## src/rtl/inst_fetch_if_pkg.sv

```systemverilog
// Shared types and constants for the instruction fetch interface slice.
// Latency: n/a (types only).
// Backpressure: n/a (types only).
// Also holds the FSM state encodings; IF_PREF is only reachable when IFETCH_PREFETCH_EN is defined.
package inst_fetch_if_pkg;

    localparam int INST_ADDR_W = 32;
    localparam int INST_W      = 32;

    typedef logic [INST_ADDR_W-1:0] inst_addr_t;
    typedef logic [INST_W-1:0]      inst_t;
    typedef logic [INST_ADDR_W-3:0] tag_t;

    localparam inst_t ZERO_WORD = '0;

    typedef enum logic [1:0] {
        IF_IDLE = 2'd0,
        IF_WAIT = 2'd1,
        IF_PREF = 2'd2
    } if_state_e;

    // Word-align an instruction address (byte offset bits forced to zero).
    function automatic inst_addr_t word_addr(input inst_addr_t a);
        return {a[INST_ADDR_W-1:2], 2'b00};
    endfunction

    // Tag used by the fetch entries: the word index of the address.
    function automatic tag_t addr_tag(input inst_addr_t a);
        return a[INST_ADDR_W-1:2];
    endfunction

endpackage

```

## src/rtl/inst_fetch_if_if.sv

```systemverilog
// Bundle of the pc_reg/if_id side and instruction-memory side of the fetch unit.
// Latency: n/a (wires only).
// Backpressure: stall_req_o towards the pipeline; memory side is req/ack, one outstanding.
// Ports: ce_i, addr_i, inst_o, stall_req_o (pipeline); mem_req_o, mem_addr_o, mem_ack_i, mem_rdata_i (memory).
// slave = fetch unit, master = the environment driving it.
interface inst_fetch_if_if;
    import inst_fetch_if_pkg::*;

    logic       ce_i;
    inst_addr_t addr_i;
    inst_t      inst_o;
    logic       stall_req_o;
    logic       mem_req_o;
    inst_addr_t mem_addr_o;
    logic       mem_ack_i;
    inst_t      mem_rdata_i;

    modport slave (
        input  ce_i, addr_i, mem_ack_i, mem_rdata_i,
        output inst_o, stall_req_o, mem_req_o, mem_addr_o
    );

    modport master (
        output ce_i, addr_i, mem_ack_i, mem_rdata_i,
        input  inst_o, stall_req_o, mem_req_o, mem_addr_o
    );

endinterface

```

## src/rtl/inst_fetch_if_fetch_entry.sv

```systemverilog
// Single fetch entry: valid/tag/data register with combinational hit compare.
// Latency: fill visible on hit the cycle after fill_en; lookup is zero-cycle.
// Backpressure: none; fill_en is accepted every cycle.
// Ports: clk, rst (sync, active-high), fill_en/fill_tag/fill_data, lookup_tag -> hit, data.
module fetch_entry
    import inst_fetch_if_pkg::*;
(
    input  logic  clk,
    input  logic  rst,
    input  logic  fill_en,
    input  tag_t  fill_tag,
    input  inst_t fill_data,
    input  tag_t  lookup_tag,
    output logic  hit,
    output inst_t data
);

    logic entry_vld;
    tag_t entry_tag;

    always_ff @(posedge clk) begin
        if (rst) begin
            entry_vld <= 1'b0;
            entry_tag <= '0;
            data      <= ZERO_WORD;
        end else if (fill_en) begin
            entry_vld <= 1'b1;
            entry_tag <= fill_tag;
            data      <= fill_data;
        end
    end

    assign hit = entry_vld && (entry_tag == lookup_tag);

endmodule

```

## src/rtl/inst_fetch_if.sv

```systemverilog
// Instruction fetch front end: one-entry hold buffer in front of a req/ack instruction memory.
// Latency: hit is zero-cycle; miss returns on the cycle after mem_ack_i.
// Backpressure: stall_req_o high whenever inst_o is not valid for addr_i; one memory request outstanding.
// Ports: clk, rst (sync, active-high), bus (inst_fetch_if_if.slave).
// Build option IFETCH_PREFETCH_EN: adds a prefetch entry and IF_PREF state that fetches the next word
// after every demand fill.
module inst_fetch_if
    import inst_fetch_if_pkg::*;
(
    input  logic           clk,
    input  logic           rst,
    inst_fetch_if_if.slave bus
);

    if_state_e  state_q;
    if_state_e  state_d;
    inst_addr_t mem_addr_q;
    tag_t       lookup_tag;
    logic       any_hit;
    logic       miss;
    logic       demand_issue;
    inst_t      hit_data;

    logic       hold_fill;
    logic       hold_hit;
    inst_t      hold_data;

    logic       mem_req;
    logic       stall_req;
    inst_t      inst;

    assign lookup_tag = addr_tag(bus.addr_i);

    fetch_entry u_hold (
        .clk        (clk),
        .rst        (rst),
        .fill_en    (hold_fill),
        .fill_tag   (addr_tag(mem_addr_q)),
        .fill_data  (bus.mem_rdata_i),
        .lookup_tag (lookup_tag),
        .hit        (hold_hit),
        .data       (hold_data)
    );

`ifdef IFETCH_PREFETCH_EN
    logic  pref_fill;
    logic  pref_hit;
    inst_t pref_data;

    fetch_entry u_pref (
        .clk        (clk),
        .rst        (rst),
        .fill_en    (pref_fill),
        .fill_tag   (addr_tag(mem_addr_q)),
        .fill_data  (bus.mem_rdata_i),
        .lookup_tag (lookup_tag),
        .hit        (pref_hit),
        .data       (pref_data)
    );

    // Hold entry wins if both happen to match.
    assign any_hit  = hold_hit || pref_hit;
    assign hit_data = hold_hit ? hold_data : pref_data;

    // A demand miss seen while a prefetch is in flight is launched straight out of the
    // prefetch ack cycle, unless the word being returned is the one being asked for.
    assign demand_issue = miss &&
                          ((state_q == IF_IDLE) ||
                           ((state_q == IF_PREF) && bus.mem_ack_i &&
                            (lookup_tag != addr_tag(mem_addr_q))));
`else
    assign any_hit      = hold_hit;
    assign hit_data     = hold_data;
    assign demand_issue = miss && (state_q == IF_IDLE);
`endif

    assign miss = bus.ce_i && !any_hit;

    // State register
    always_ff @(posedge clk) begin
        if (rst) begin
            state_q <= IF_IDLE;
        end else begin
            state_q <= state_d;
        end
    end

    // Next-state logic; acks are only consumed in a requesting state.
    always_comb begin
        state_d = state_q;
        case (state_q)
            IF_IDLE: begin
                if (demand_issue) begin
                    state_d = IF_WAIT;
                end
            end
            IF_WAIT: begin
                if (bus.mem_ack_i) begin
`ifdef IFETCH_PREFETCH_EN
                    state_d = IF_PREF;
`else
                    state_d = IF_IDLE;
`endif
                end
            end
`ifdef IFETCH_PREFETCH_EN
            IF_PREF: begin
                if (bus.mem_ack_i) begin
                    state_d = demand_issue ? IF_WAIT : IF_IDLE;
                end
            end
`endif
            default: state_d = IF_IDLE;
        endcase
    end

    // Request address: latched on demand issue, held stable while a request is outstanding.
    always_ff @(posedge clk) begin
        if (rst) begin
            mem_addr_q <= ZERO_WORD;
        end else if (demand_issue) begin
            mem_addr_q <= word_addr(bus.addr_i);
`ifdef IFETCH_PREFETCH_EN
        end else if ((state_q == IF_WAIT) && bus.mem_ack_i) begin
            // Next sequential word; 0xFFFFFFFC wraps to 0 by natural overflow.
            mem_addr_q <= mem_addr_q + 32'd4;
`endif
        end
    end

    // Outputs
    always_comb begin
        hold_fill = (state_q == IF_WAIT) && bus.mem_ack_i;
`ifdef IFETCH_PREFETCH_EN
        pref_fill = (state_q == IF_PREF) && bus.mem_ack_i;
`endif
        mem_req   = (state_q != IF_IDLE);
        stall_req = !rst && miss;
        inst      = (!rst && bus.ce_i && any_hit) ? hit_data : ZERO_WORD;
    end

    assign bus.mem_req_o   = mem_req;
    assign bus.mem_addr_o  = mem_addr_q;
    assign bus.stall_req_o = stall_req;
    assign bus.inst_o      = inst;

endmodule

```

## src/flat_wrapper.sv

```systemverilog
// flat-port wrapper written by rule: the top's interface ports become plain ports
module inst_fetch_if_flat import inst_fetch_if_pkg::*;
  (clk, rst, bus_ce_i, bus_addr_i, bus_mem_ack_i, bus_mem_rdata_i, bus_inst_o, bus_stall_req_o, bus_mem_req_o, bus_mem_addr_o);
  inst_fetch_if_if bus_i ();
  input  logic clk;
  input  logic rst;
  input wire logic [$bits(bus_i.ce_i)-1:0] bus_ce_i;
  input wire logic [$bits(bus_i.addr_i)-1:0] bus_addr_i;
  input wire logic [$bits(bus_i.mem_ack_i)-1:0] bus_mem_ack_i;
  input wire logic [$bits(bus_i.mem_rdata_i)-1:0] bus_mem_rdata_i;
  output wire logic [$bits(bus_i.inst_o)-1:0] bus_inst_o;
  output wire logic [$bits(bus_i.stall_req_o)-1:0] bus_stall_req_o;
  output wire logic [$bits(bus_i.mem_req_o)-1:0] bus_mem_req_o;
  output wire logic [$bits(bus_i.mem_addr_o)-1:0] bus_mem_addr_o;
  assign bus_i.ce_i = bus_ce_i;
  assign bus_i.addr_i = bus_addr_i;
  assign bus_i.mem_ack_i = bus_mem_ack_i;
  assign bus_i.mem_rdata_i = bus_mem_rdata_i;
  assign bus_inst_o = bus_i.inst_o;
  assign bus_stall_req_o = bus_i.stall_req_o;
  assign bus_mem_req_o = bus_i.mem_req_o;
  assign bus_mem_addr_o = bus_i.mem_addr_o;
  inst_fetch_if u_core (.clk(clk), .rst(rst), .bus(bus_i));
endmodule
```

## config.mk

```make
export PLATFORM = sky130hd
export DESIGN_NAME = inst_fetch_if_flat
export DESIGN_NICKNAME = d
export VERILOG_FILES = /design/src/rtl/inst_fetch_if_pkg.sv /design/src/rtl/inst_fetch_if_if.sv /design/src/rtl/inst_fetch_if_fetch_entry.sv /design/src/rtl/inst_fetch_if.sv /design/src/flat_wrapper.sv
export SDC_FILE = /design/constraint.sdc
export NUM_CORES = 1
export LEC_CHECK = 0
export ABC_AREA = 1
export CORE_ASPECT_RATIO = 0.5
export CORE_UTILIZATION = 48
export CTS_CLUSTER_DIAMETER = 50
export DETAILED_ROUTE_END_ITERATION = 16
export PLACE_DENSITY_LB_ADDON = 0.05
export SLEW_MARGIN = 10
export SYNTH_ARGS = -nofsm -noshare
export SYNTH_HDL_FRONTEND = slang
export SYNTH_SLANG_ARGS = --single-unit
```

## constraint.sdc

```tcl
create_clock -name clk -period 1.6 [get_ports clk]
set_input_delay 0.32 -clock clk [delete_from_list [all_inputs] [get_ports clk]]
set_output_delay 0.32 -clock clk [all_outputs]
set_load 0.05 [all_outputs]
```

Word-level counts from Yosys, hierarchy flattened

Cells that the tools add are included.

Word-level logic and storage cells: 25
Flip-flop bits (word level): 95
Output and inout bits: 66
Input port bits: 68

Reductions and logical operators: 12
Mux-type cells: 4
Equality and inequality tests: 4

Operator list:

| cell                                           | count |
|---|---|
| two-way mux 32 bit                             | 1 |
| == test 30 bit                                 | 1 |
| logical AND 1 bit                              | 7 |
| two-way mux 2 bit                              | 2 |
| one-hot mux 2 bit (2 select lines)             | 1 |
| == test 2 x 1 -> 1 bit (second input constant) | 1 |
| zero test 1 bit                                | 2 |
| zero test 2 bit                                | 1 |
| != test 2 x 1 -> 1 bit (second input constant) | 1 |
| != test 2 bit (second input constant)          | 1 |
| AND reduction 2 bit                            | 1 |
| nonzero test 2 bit                             | 1 |

Longest topological paths before layout

Depth in word-level cells: 7
Depth in mapped cells: 14
Gate-level depth less buffers: 13

Cells and area by module

Synthesis repeated with hierarchy kept, for this count alone.

Cells, all modules: 687
Area, all modules: 4418.0 um2

By module, submodules not included:

| module        | area each (um2) | instances | sequential area each (um2) | cells an instance |
|---|---|---|---|---|
| fetch_entry   | 2874.0          | 1         | 1261.2                     | 416 |
| inst_fetch_if | 1544.0          | 1         | 620.6                      | 271 |

Worst setup path before layout

OpenSTA, ideal clock, no wires.

Path type: input to output
From: input bus_addr_i[7]
To: output bus_inst_o[0]
Arrival: 1790 ps
Stages: 10
Path buffers: 1
Data required time: 1280 ps
Setup slack: -510 ps
Cells stage by stage: inv_1 -> nand2_1 -> nand2_1 -> nand2_1 -> nor2_1 -> nand2_1 -> nor2_4 -> nand4_2 -> buf_2 -> nor2_1

Cells in the longest elaborated chain, start to end: 4

RTL lines:

| what               | RTL line                        | source |
|---|---|---|
| start: declaration | flat_wrapper.sv:8               | `input wire logic [$bits(bus_i.addr_i)-1:0] bus_addr_i;` |
| == test 30 bit     | inst_fetch_if_fetch_entry.sv:33 | `assign hit = entry_vld && (entry_tag == lookup_tag);` |
| logical AND 1 bit  | inst_fetch_if_fetch_entry.sv:33 |  |
| logical AND 1 bit  | inst_fetch_if.sv:139            | `inst = (!rst && bus.ce_i && any_hit) ? hit_data : ZERO_WORD;` |
| two-way mux 32 bit | inst_fetch_if.sv:139            |  |
| end: declaration   | flat_wrapper.sv:11              | `output wire logic [$bits(bus_i.inst_o)-1:0] bus_inst_o;` |

No other way between the ends.

Final worst setup path

From: register u_core.u_hold.entry_tag[1]
To: output bus_inst_o[16]

Cells in the longest elaborated chain, start to end: 4

RTL lines:

| what                     | RTL line                        | source |
|---|---|---|
| start: declaration       | inst_fetch_if_fetch_entry.sv:19 | `tag_t entry_tag;` |
| start signal: assignment | inst_fetch_if_fetch_entry.sv:28 | `entry_tag <= fill_tag;` |
| == test 30 bit           | inst_fetch_if_fetch_entry.sv:33 |  |
| logical AND 1 bit        | inst_fetch_if_fetch_entry.sv:33 |  |
| logical AND 1 bit        | inst_fetch_if.sv:139            |  |
| two-way mux 32 bit       | inst_fetch_if.sv:139            |  |

No other way between the ends.

==> run summary <==
The flow ran to the end, but the final reports show violations. The checks that failed: negative setup slack. The logs give 285 for the violation count after the first detailed-route iteration and 41.60% for the part of the Yosys area used for sequential elements.

Summed over all layers, the routed wires come to 14,220 µm. The die covers 9839 µm². The overall overflow remaining after global route is 0, and the number of nets at the end of the flow is 933. Endpoint of the most critical register-to-register path: u_core.bus.mem_addr_o[19]. The share of post-route cells with drive strength above 1 came out at 32.41%. Dividing the detail-routed wire length by the instance count gives 14.41 µm.

The logs give 2.05 ns for the critical path data arrival time and 24 for the cell row count. The clock sink total is 94, and the final hold slack is 0.4508 ns. The highest net fanout along the worst path came out at 8. Global routing used 29.61% of the available tracks.

The top cell type's share of synthesized area is 41.60%, and the count of cells along the worst register-to-register path is 17. The library cell used most frequently in the layout, excluding fill and tap cells, is sky130_fd_sc_hd__nand2_1. The critical path is of the reg -> out type. Power spread over the standard cell area amounts to 843.6 nW/µm².

For the critical path required time, the log shows 1.28 ns. The worst register-to-register path begins at u_core.u_hold.entry_tag[1]. The number of buffers inserted during clock tree synthesis is 9. The first detailed-routing pass ran for 5 iterations. Portion of total power attributed to sequential cells: 41.0%. The area of the core is 8919 µm², and the internal reg-to-reg setup slack is -0.30 ns. Once the floorplan was initialized, standard cells occupied 50.72% of the core.

The run gives 0 as the final count of pins violating max slew. The tools report the total of endpoints with negative setup slack in the final report as 63. For the worst-skew pair, the clock arrives at the later sink with an insertion delay of 0.34 ns. In this run, synthesis produced a sequential element count of 94. The cell type with the largest total area after synthesis is sky130_fd_sc_hd__dfxtp_1.

The logs give 7617 µm² for the final instance area and 4,697 for the number of global-route vias before repair. For the final antenna-violating net count, the log shows 0. Yosys attributes the largest share of cell area to sky130_fd_sc_hd__dfxtp_1, sky130_fd_sc_hd__nand2_1, sky130_fd_sc_hd__inv_1. Timing would allow up to 0.4223 GHz.

Max-cap violations in this run came to 0. The H-tree was split into 3 levels. Synthesis handed over a netlist of 694 instances. The synthesized area is 4523 µm².

The top cell types in the final layout, fill and taps aside, are sky130_fd_sc_hd__nand2_1, sky130_fd_sc_hd__inv_1, sky130_fd_sc_hd__dfxtp_1. The instance area at placement was 6989 µm²; the number of distinct library cells after synthesis was 23. The vertical die dimension is 70.64 µm. TritonCTS built the clock tree. Measured along the x axis, the die boundary spans 139.3 µm.

For the worst slack at placement, the log shows -0.8546 ns. The clock passes through at most 2 buffers. In this run the power spent charging and discharging nets is 0.001884 W. 0 antenna diodes ended up in the layout.

The run gives 0 as the number of hold buffers added after cts. The run gives 0 as the number of antenna violations at the first check in global routing. Using the TritonRoute via totals, the vias-per-cell ratio works out to 4.993. After layout, the minimum clock period comes to 2.368 ns.

Static leakage power: 3.453 nW. The tools report the cell at the root of the clock tree as sky130_fd_sc_hd__clkbuf_16. Each instance of the synthesized netlist takes up on average 6.517 µm².

Combinational cells account for 23.4% of the total power. The cell count of the worst hold path was 2. The logs give 4,928 for the via count and 0 for the final-report hold violation count. The number of remaining DRC errors was 0. The launch point of the worst hold path is u_core.u_hold.entry_tag[2]. The clock network accounts for 35.6% of the total power. In this run the worst hold path is classified as reg -> reg. Clock input transition at the sequential cells of the worst setup and hold paths: 0.07 ns.

The count of input and output buffers is 129, and the worst voltage drop across the vdd grid is 0.6100 mV. The final critical-path setup slack was -0.7682 ns. Number of placed I/O pins: 134. The largest net degree at the start of global routing is 60, and the Yosys warning count is 0.

Worst clock skew: 0.005384 ns. For hold timing, the worst endpoint is u_core.u_hold.entry_tag[2]. For this run, the share of the core covered by cells in the final layout is 85.41%. The global-route wire length before repair came out at 22,780 µm.

The final weighted congestion in routability-driven placement is 0.8402. The endpoint type of the worst setup path is a primary output. The layout overhead on the synthesized area came out at 68.41%.

The worst setup path is launched from a flip-flop. Detailed placement ended at an HPWL of 9148 µm. The switching portion of total power is 29.31%, and the internal power is 0.004542 W. Setup repair after global routing could not meet its margin everywhere. The worst path uses 148.0% of the clock period.
registers in the layout, summed over array words and instances (netlist names):
name                     cells
u_core.u_hold.entry_vld      1
u_core.u_hold.data          32
u_core.u_hold.entry_tag     30
u_core.state_q               1
u_core.bus.mem_addr_o       30
routing by layer:
layer,track usage (%),vias up,routed length [µm],share of wire (%)
met5,2.392,-,0,0
met3,7.583,42,1205,8.5
li1,-,2420,-,-
met1,36.45,2249,6082,43
met2,49.47,217,6500,46
met4,12.96,0,431,3.0
worst max-delay path, stage by stage, from the launching register on:
cell,delay [ns]
sky130_fd_sc_hd__dfxtp_2,0.33
sky130_fd_sc_hd__buf_6,0.10
sky130_fd_sc_hd__nand2_2,0.04
sky130_fd_sc_hd__nand2_1,0.06
sky130_fd_sc_hd__inv_2,0.06
sky130_fd_sc_hd__nand2_1,0.05
sky130_fd_sc_hd__nor2_1,0.08
sky130_fd_sc_hd__nand2_1,0.09
sky130_fd_sc_hd__nor2_4,0.16
sky130_fd_sc_hd__nand4_4,0.22
sky130_fd_sc_hd__buf_6,0.25
sky130_fd_sc_hd__nor2_4,0.11
sky130_fd_sc_hd__buf_12,0.14
worst max-delay path by stage:
| stage | cells after the start | start | endpoint |
|---|---|---|---|
| floorplan | 11 | u_core.u_hold.entry_tag[23] | bus_inst_o[0] |
| global placement | 11 | bus_addr_i[22] | bus_inst_o[31] |
| detailed placement | 13 | bus_addr_i[25] | bus_inst_o[31] |
| CTS | 12 | u_core.u_hold.entry_tag[1] | bus_inst_o[19] |
| global route | 12 | u_core.u_hold.entry_tag[1] | bus_inst_o[29] |
| finish | 12 | u_core.u_hold.entry_tag[1] | bus_inst_o[16] |
synth_stat cells (all sizes together):
cell type,count
o21ai,62
nand2,151
xnor2,4
nor2,75
nand3,2
dfxtp,94
buf,18
clkinv,10
conb,1
clkbuf,23
nand4,32
a21oi,64
inv,157
xor2,1
cell type report:
| class | count | area (µm²) |
|---|---|---|
| clock inverter | 6 | 86.33 |
| fill | 530 | 1301 |
| sequential | 94 | 1906 |
| inverter | 167 | 629.4 |
| multi-input combinational | 393 | 2160 |
| timing repair buffer | 200 | 2461 |
| tap | 117 | 146.4 |
| clock buffer | 10 | 229.0 |
logic make-up (layout without fill, tap and decap cells):
group           after synthesis  count (layout)  synth area share, %
simple gates                260             260                24.87
buf+inv                     208             383                18.53
compound gates              126             126                13.94
flops                        94              94                41.60
xor+xnor                      5               5               0.9681
other cells                   1               2              0.08291
repair_timing:
item | in CTS | in global routing
endpoints found under the setup margin | 64 | 63
gates resized for setup | 71 | 25
buffers inserted | 19 | 4
gates cloned | 4 | 0
pin swaps | 12 | 14
through the flow:
stage | setup TNS [ns] | power, W | instances
2_1_floorplan | -6.447 | 0.003440 | 695
3_3_place_gp | -47.40 | 0.004048 | 949
3_5_place_dp | -48.82 | 0.004080 | 949
4_1_cts | -27.04 | 0.006402 | 985
5_1_grt | -37.82 | 0.006688 | 987
6_report | -32.37 | 0.006426 | 987
power by group through the flow:
stage,clock network (W),registers (W),logic [W]
finish,0.00229,0.00263,0.00150
CTS,0.00231,0.00263,0.00146
global placement,0,0.00267,0.00138
floorplan,0,0.00285,0.000586
detailed placement,0,0.00268,0.00140
global route,0.00242,0.00265,0.00161
(Power assumes the default switching activity.)
